$ cat src/rtl/timer_multi_pkg.sv
// Shared constants for the multi-channel timer: register map, CTRL bit positions,
// channel stride and a byte-enable merge helper.
package timer_multi_pkg;

   localparam logic [3:0] OFF_CTRL   = 4'h0;
   localparam logic [3:0] OFF_LOAD   = 4'h4;
   localparam logic [3:0] OFF_COUNT  = 4'h8;
   localparam logic [3:0] OFF_STATUS = 4'hC;

   localparam int CTRL_EN      = 0;
   localparam int CTRL_MODE    = 1;
   localparam int CTRL_IE      = 2;
   localparam int CTRL_PSC_LSB = 16;
   localparam int STATUS_PEND  = 0;

   localparam int CH_STRIDE = 16;
   localparam int CH_SHIFT  = $clog2(CH_STRIDE);

   function automatic logic [31:0] be_merge(input logic [31:0] old_val,
                                            input logic [31:0] wdata,
                                            input logic [3:0]  be);
      logic [31:0] r;
      r = old_val;
      for (int i = 0; i < 4; i++) begin
         if (be[i]) r[8*i +: 8] = wdata[8*i +: 8];
      end
      return r;
   endfunction

endpackage

$ cat src/rtl/timer_multi_ch.sv
// One timer channel: CTRL/LOAD/COUNT/PEND state, prescaler and tick/expiry logic.
// The prescaler exists only when TIMER_MULTI_PSC_EN is defined; otherwise every EN cycle ticks.
module timer_multi_ch
   import timer_multi_pkg::*;
#(
   parameter int CNT_W = 32,
   parameter int PSC_W = 16
) (
   input  logic        clk_i,
   input  logic        rst_i,
   input  logic        wr_ctrl,
   input  logic        wr_load,
   input  logic        clr_pend,
   input  logic [3:0]  be,
   input  logic [31:0] wdata,
   output logic [31:0] ctrl_val,
   output logic [31:0] load_val,
   output logic [31:0] count_val,
   output logic [31:0] status_val,
   output logic        irq_req
);

   logic             en;
   logic             mode;
   logic             ie;
   logic             pend;
   logic [CNT_W-1:0] load;
   logic [CNT_W-1:0] count;
   logic [31:0]      ctrl_wr;
   logic [31:0]      load_wr;
   logic [PSC_W-1:0] psc_val;
   logic             tick;
   logic             expire;
   logic             en_rise;
   logic             unused_bits;

   assign ctrl_wr = be_merge(ctrl_val, wdata, be);
   assign load_wr = be_merge(32'(load), wdata, be);
   assign en_rise = wr_ctrl && !en && ctrl_wr[CTRL_EN];
   assign expire  = tick && (count == '0);

`ifdef TIMER_MULTI_PSC_EN
   logic [PSC_W-1:0] psc;
   logic [PSC_W-1:0] presc;

   assign tick    = en && (presc == psc);
   assign psc_val = psc;

   always_ff @(posedge clk_i or posedge rst_i) begin
      if (rst_i) begin
         psc   <= '0;
         presc <= '0;
      end else begin
         if (wr_ctrl) psc <= ctrl_wr[CTRL_PSC_LSB +: PSC_W];
         if (en_rise) presc <= '0;
         else if (en) presc <= (presc == psc) ? '0 : presc + PSC_W'(1);
      end
   end
`else
   assign tick    = en;
   assign psc_val = '0;
`endif

   always_ff @(posedge clk_i or posedge rst_i) begin
      if (rst_i) begin
         en    <= 1'b0;
         mode  <= 1'b0;
         ie    <= 1'b0;
         pend  <= 1'b0;
         load  <= '0;
         count <= '0;
      end else begin
         if (wr_ctrl) begin
            en   <= ctrl_wr[CTRL_EN];
            mode <= ctrl_wr[CTRL_MODE];
            ie   <= ctrl_wr[CTRL_IE];
         end
         // One-shot expiry overrides any simultaneous EN write
         if (expire && mode) en <= 1'b0;
         if (wr_load) load <= load_wr[CNT_W-1:0];
         if (en_rise) begin
            count <= load;
         end else if (tick) begin
            if (count != '0) count <= count - CNT_W'(1);
            else if (!mode)  count <= load;
         end
         if (expire)        pend <= 1'b1;
         else if (clr_pend) pend <= 1'b0;
      end
   end

   assign ctrl_val    = 32'({psc_val, 13'b0, ie, mode, en});
   assign load_val    = 32'(load);
   assign count_val   = 32'(count);
   assign status_val  = {31'b0, pend};
   assign irq_req     = pend && ie;
   assign unused_bits = ^{ctrl_wr, load_wr};

endmodule

$ cat src/rtl/timer_multi.sv
// Multi-channel timer with OBI slave port: address decode, read mux, IRQ registers.
// Prescaler support inside each channel is enabled by defining TIMER_MULTI_PSC_EN.
module timer_multi
   import timer_multi_pkg::*;
#(
   parameter int NUM_CH = 4,
   parameter int CNT_W  = 32,
   parameter int PSC_W  = 16
) (
   input  logic              clk_i,
   input  logic              rst_i,
   input  logic              req_i,
   input  logic              we_i,
   input  logic [3:0]        be_i,
   input  logic [31:0]       addr_i,
   input  logic [31:0]       data_i,
   output logic              gnt_o,
   output logic              rvalid_o,
   output logic [31:0]       data_o,
   output logic [NUM_CH-1:0] irq_ch_o,
   output logic              irq_o
);

   logic [15-CH_SHIFT:0] sel_ch;
   logic [CH_SHIFT-1:0]  off;
   logic                 ch_hit;
   logic                 wr_en;
   logic [31:0]          rdata;
   logic [31:0]          ctrl_val   [NUM_CH];
   logic [31:0]          load_val   [NUM_CH];
   logic [31:0]          count_val  [NUM_CH];
   logic [31:0]          status_val [NUM_CH];
   logic [NUM_CH-1:0]    irq_req;
   logic                 unused_addr;

   assign sel_ch      = addr_i[15:CH_SHIFT];
   assign off         = addr_i[CH_SHIFT-1:0];
   assign ch_hit      = 32'(sel_ch) < 32'(NUM_CH);
   assign wr_en       = req_i && we_i && ch_hit;
   assign gnt_o       = req_i;
   assign unused_addr = ^addr_i[31:16];

   for (genvar g = 0; g < NUM_CH; g++) begin : g_ch
      logic ch_wr;
      assign ch_wr = wr_en && (32'(sel_ch) == 32'(g));

      timer_multi_ch #(
         .CNT_W (CNT_W),
         .PSC_W (PSC_W)
      ) u_ch (
         .clk_i      (clk_i),
         .rst_i      (rst_i),
         .wr_ctrl    (ch_wr && (off == OFF_CTRL)),
         .wr_load    (ch_wr && (off == OFF_LOAD)),
         .clr_pend   (ch_wr && (off == OFF_STATUS) && be_i[0] && data_i[STATUS_PEND]),
         .be         (be_i),
         .wdata      (data_i),
         .ctrl_val   (ctrl_val[g]),
         .load_val   (load_val[g]),
         .count_val  (count_val[g]),
         .status_val (status_val[g]),
         .irq_req    (irq_req[g])
      );
   end

   // Channels beyond NUM_CH never match, so they fall through to zero
   always_comb begin
      rdata = '0;
      for (int n = 0; n < NUM_CH; n++) begin
         if (32'(sel_ch) == 32'(n)) begin
            case (off)
               OFF_CTRL:   rdata = ctrl_val[n];
               OFF_LOAD:   rdata = load_val[n];
               OFF_COUNT:  rdata = count_val[n];
               OFF_STATUS: rdata = status_val[n];
               default:    rdata = '0;
            endcase
         end
      end
   end

   always_ff @(posedge clk_i or posedge rst_i) begin
      if (rst_i) begin
         rvalid_o <= 1'b0;
         data_o   <= '0;
         irq_ch_o <= '0;
         irq_o    <= 1'b0;
      end else begin
         rvalid_o <= req_i;
         data_o   <= (req_i && !we_i) ? rdata : '0;
         irq_ch_o <= irq_req;
         irq_o    <= |irq_req;
      end
   end

endmodule

$ cat config.mk
export PLATFORM = sky130hd
export DESIGN_NAME = timer_multi
export DESIGN_NICKNAME = d
export VERILOG_FILES = /design/src/rtl/timer_multi_pkg.sv /design/src/rtl/timer_multi_ch.sv /design/src/rtl/timer_multi.sv
export SDC_FILE = /design/constraint.sdc
export NUM_CORES = 1
export LEC_CHECK = 0
export ABC_AREA = 1
export CAP_MARGIN = 30
export CELL_PAD_IN_SITES_DETAIL_PLACEMENT = 1
export CELL_PAD_IN_SITES_GLOBAL_PLACEMENT = 1
export CORE_MARGIN = 2
export CORE_UTILIZATION = 39
export DETAILED_ROUTE_END_ITERATION = 16
export PLACE_DENSITY = 0.8
export SETUP_SLACK_MARGIN = 0.02
export SKIP_CTS_REPAIR_TIMING = 1
export SLEW_MARGIN = 25
export SYNTH_ARGS = -nofsm -noshare
export SYNTH_HDL_FRONTEND = slang
export SYNTH_SLANG_ARGS = --single-unit
$ cat constraint.sdc
create_clock -name clk_i -period 12.4 [get_ports clk_i]
set_input_delay 3.72 -clock clk_i [delete_from_list [all_inputs] [get_ports clk_i]]
set_output_delay 3.72 -clock clk_i [all_outputs]
set_load 0.03 [all_outputs]
Word-level counts from Yosys, hierarchy flattened
Cells that the tools add are included.
W data, S select, Z words.

storage, ports and cells
  logic and storage cells = 199
  input bits = 72
  register bits = 310
  output and inout port bits = 39

operators by class
  $lt $le $gt $ge = 1
  add/subtract/negate cells = 4
  mux-type cells = 45
  eq/ne operators = 10
  reductions and logical operators = 99

operator list
  kind                     count
  $mux W32                 21
  $pmux W32 S4             4
  $logic_not A32 Y1        4
  $reduce_bool A32 Y1      4
  $sub A32 B1 Y32 const B  4
  $reduce_and A2 Y1        24
  $logic_and A1 B1 Y1      47
  $eq A12 B2 Y1 const B    2
  $reduce_bool A2 Y1       12
  $mux W1                  20
  $eq A12 B1 Y1 const B    1
  $logic_not A12 Y1        1
  $lt A12 B3 Y1 const B    1
  $ne A3 B3 Y1 const B     4
  $eq A4 B4 Y1 const B     2
  $logic_not A1 Y1         5
  $eq A4 B3 Y1 const B     1
  $logic_not A4 Y1         1
  $reduce_or A4 Y1         1

Depth between registers and ports, before layout
  depth in word-level cells = 8
  mapped depth = 14

By module
A second synthesis with hierarchy kept.

unflattened totals
  cells, all modules = 4133
  area, all modules = 24947.7 µm²

modules (own cells, without submodules)
  module          sequential area each (µm²)  instances  area each (µm²)  cells an instance
  timer_multi_ch  1701.6                      4          4478.0           656
  timer_multi     950.9                       1          7035.5           1509

Least setup slack after synthesis
OpenSTA, ideal clock, no wires.

  kind = input port to output port
  from = in req_i
  to = out gnt_o
  buffers on the path = 1
  stages = 1
  slack = 4815 ps
  data arrival time = 3865 ps
  cell sequence = buf_4

RTL lines
  what         RTL line           text
  from (decl)  timer_multi.sv:12  input logic req_i,
  to (decl)    timer_multi.sv:17  output logic gnt_o,

No word-level cell between the ends.

Final worst setup path
  from = in req_i
  to = out gnt_o

No word-level cell between the ends.

==> flow_summary.ini <==
[grt]
grt_max_degree = 115
track_usage_pct = 31.94
overflow = 0
grt_pass1_vias = 22850
grt_pass1_wl_mm = 132.5
antenna_found_initial = 1

[sta]
setup-tns-final_ps = 0
finalSetupViolations = 0
hold_violations = 0
finalClockSkew_ps = 19.43
maxSlewHeadroom_pct = 35.00
report.final.slew_viol_count = 0
finalCritPeriodShare_pct = 70.25
clock.fmax_mhz = 114.8
rsz0062_at_grt = false
period_needed_ps = 8711
holdWs_ps = 484.2
worst_pin_slew_ps = 975.0

[critical_path]
cp_slowest_cell = clkdlybuf4s50_1
critical_path.startpoint_type = input pin
critPathBufInv = 2
path_max_fanout = 4
worst_ep_arrival_time_ps = 4990
cp_slowest_stage_delay_ps = 710
critPathTopFamily = buffers and inverters
crit_top_cell = clkdlybuf4s50_1
endpoint_kind = output pin
crit_chain = clkdlybuf4s50_1 > clkdlybuf4s50_1
path_depth = 2
crit_required_ps = 8680
path_class = input pin to output pin
r2r_cells = 11

[floorplan]
initial_core_util_pct = 39.41
dieArea_um2 = 53670
row_count = 83
chipHeight_um = 231.7
num_io_pins = 111
fp.dieW_um = 231.7
core_area_um2 = 51300

[routing]
vias = 21930
drtAntennaViolNets = 0
wl_per_cell_um = 21.90
post-route-drc-count = 0
avgViaCountPerCell = 5.666
first_pass_iters = 5
wl_mm = 84.74
drt_iter0_markers = 1892

[place]
hpwl_mm = 61.87
port_buffers = 94
place_congestion = 0.9981

[synthesis]
ys.flop_type = dfrtp_1
synth_area_leaders = dfrtp_1 38%, nand2_1 24%, nand3_1 6.2%
synthDistinctLibCells = 42
synth_top_area_share_pct = 38.37
syn_area_um2 = 20220
synth_seq_area_share_pct = 38.37
synth_seq_cells = 310
syn-num-nets = 3211
async_flop_share_pct = 100.0
yosysWarnings = 0
synth_edf_count = 0
synth_area_per_cell_um2 = 6.457
synth_top_area_cell = dfrtp_1
syn_inst = 3131

[hold_path]
hold_depth = 2
hp-class = flop to flop

[layout]
syn_to_final_growth_pct = 13.49
fillCellCount = 6750
layout-drive-gt1-share_pct = 4.326
n_antenna_cell = 0
fin_nets = 3243

[clock_network]
cts_made_buffers = 40
clockRootBuffer = clkbuf_16
tritoncts = yes
htree_levels = 2
clockBufferDepth = 3
cts.sinks = 310
clock_latency_ps = 570
clk_pin_slew_worst_paths_ps = 50

[flow_run]
maxCapViolCount = 0

[pwr]
p_per_area_nw_per_um2 = 121.6
power.leakage_nw = 10.36
ir_drop_mv = 0.09414

[run_status]
outcome = completed
[flip-flops by register name, indices dropped and copies added, names as in the netlist]
name,flops
g_ch.u_ch.count_val,128
g_ch.u_ch.pend,4
g_ch.u_ch.en,4
g_ch.u_ch.ie,4
irq_o,1
g_ch.u_ch.mode,4
irq_ch_o,4
g_ch.u_ch.load_val,128
data_o,32
rvalid_o,1
[power by group]
| group | total [mW] | internal (mW) | switching, mW |
|---|---|---|---|
| Sequential | 1.11 | 1.05 | 0.0545 |
| Clock | 1.23 | 0.736 | 0.493 |
| Combinational | 0.454 | 0.144 | 0.310 |
[layout make-up]
type | count | area (um2) | share of cell area [%]
multi-input combinational | 2387 | 10710 | 46.67
sequential | 310 | 7757 | 33.81
inverter | 312 | 1179 | 5.137
clock buffer | 50 | 1110 | 4.837
timing repair buffer | 112 | 1109 | 4.832
tap | 680 | 850.8 | 3.709
clock inverter | 19 | 230.2 | 1.003
[path summary, 6_finish.rpt]
check	to	slack [ps]	from
max	gnt_o	3690	req_i
min	g_ch[2].u_ch.load_val[30]$_DFFE_PP0P_	480	g_ch[2].u_ch.load_val[30]$_DFFE_PP0P_
max reg2reg	g_ch[3].u_ch.count_val[19]$_DFFE_PP0P_	8670	g_ch[3].u_ch.count_val[0]$_DFFE_PP0P_
min reg2reg	g_ch[2].u_ch.load_val[30]$_DFFE_PP0P_	480	g_ch[2].u_ch.load_val[30]$_DFFE_PP0P_
max in group asynchronous	g_ch[1].u_ch.count_val[26]$_DFFE_PP0P_	7300	rst_i
min in group asynchronous	g_ch[3].u_ch.count_val[1]$_DFFE_PP0P_	3720	rst_i
[cell usage after synthesis (all sizes together) (3+ instances only)]
| library cell | n |
|---|---|
| inv | 309 |
| ha | 8 |
| nand2 | 1287 |
| nand3 | 255 |
| dfrtp | 310 |
| a21oi | 81 |
| o21bai | 7 |
| xnor2 | 14 |
| buf | 63 |
| o22ai | 19 |
| clkinv | 3 |
| nor3 | 23 |
| xor2 | 35 |
| nor2 | 297 |
| o221ai | 11 |
| clkbuf | 59 |
| o2111ai | 6 |
| o21ai | 220 |
| nand3b | 20 |
| nand4 | 96 |
[routing by layer]
metal	wire (um)	share of wire (%)	up-vias	global-route usage (%)
met5	0	0	-	0
met4	4651	5.5	0	16.39
met3	4625	5.5	219	3.519
met2	40480	48	751	53.59
met1	34980	41	10940	40.65
li1	-	-	10010	-
[cell families (layout without fill, tap and decap cells)]
logic type	Yosys count	in the layout	synth area share (%)
adders and majority gates	8	8	0.4952
DFF	310	310	38.37
buffers and inverters	434	493	8.764
xor gates and xnor gates	49	49	2.123
AOI/OAI and AO/OA	348	348	9.216
and+or+nand+nor	1982	1982	41.03
[layout by cell type, fill, tap and decap left out, types with 5 or more instances in the layout]
cell                n
o21ai_0           217
nand3_1           251
nand3b_1           20
a21oi_1            81
dfrtp_1           310
o221ai_1           11
clkbuf_16          41
nand2_2             9
buf_4              16
nor2_2             13
o21bai_1            7
nand4_1            93
clkinv_2           11
inv_1             295
clkdlybuf4s50_1    94
bufinv_16           5
o2111ai_1           6
xor2_1             35
nor3_1             22
o22ai_1            19
nor2_1            279
inv_2              13
xnor2_1            14
ha_1                8
clkbuf_8            5
nand2_1          1274
[stage by stage]
step	instances	setup WS, ps	total power, mW	area [um2]	util [%]
6_report	3870	3689	2.789	22940	44.72
5_1_grt	3870	3654	2.899	22940	44.72
4_1_cts	3869	3676	2.793	22920	44.68
3_5_place_dp	3800	3679	1.567	21580	42.07
3_3_place_gp	3799	3697	1.543	21550	42.01
2_1_floorplan	3131	107.3	1.408	20220	-
No activity file was read; power rests on OpenSTA's default activity.
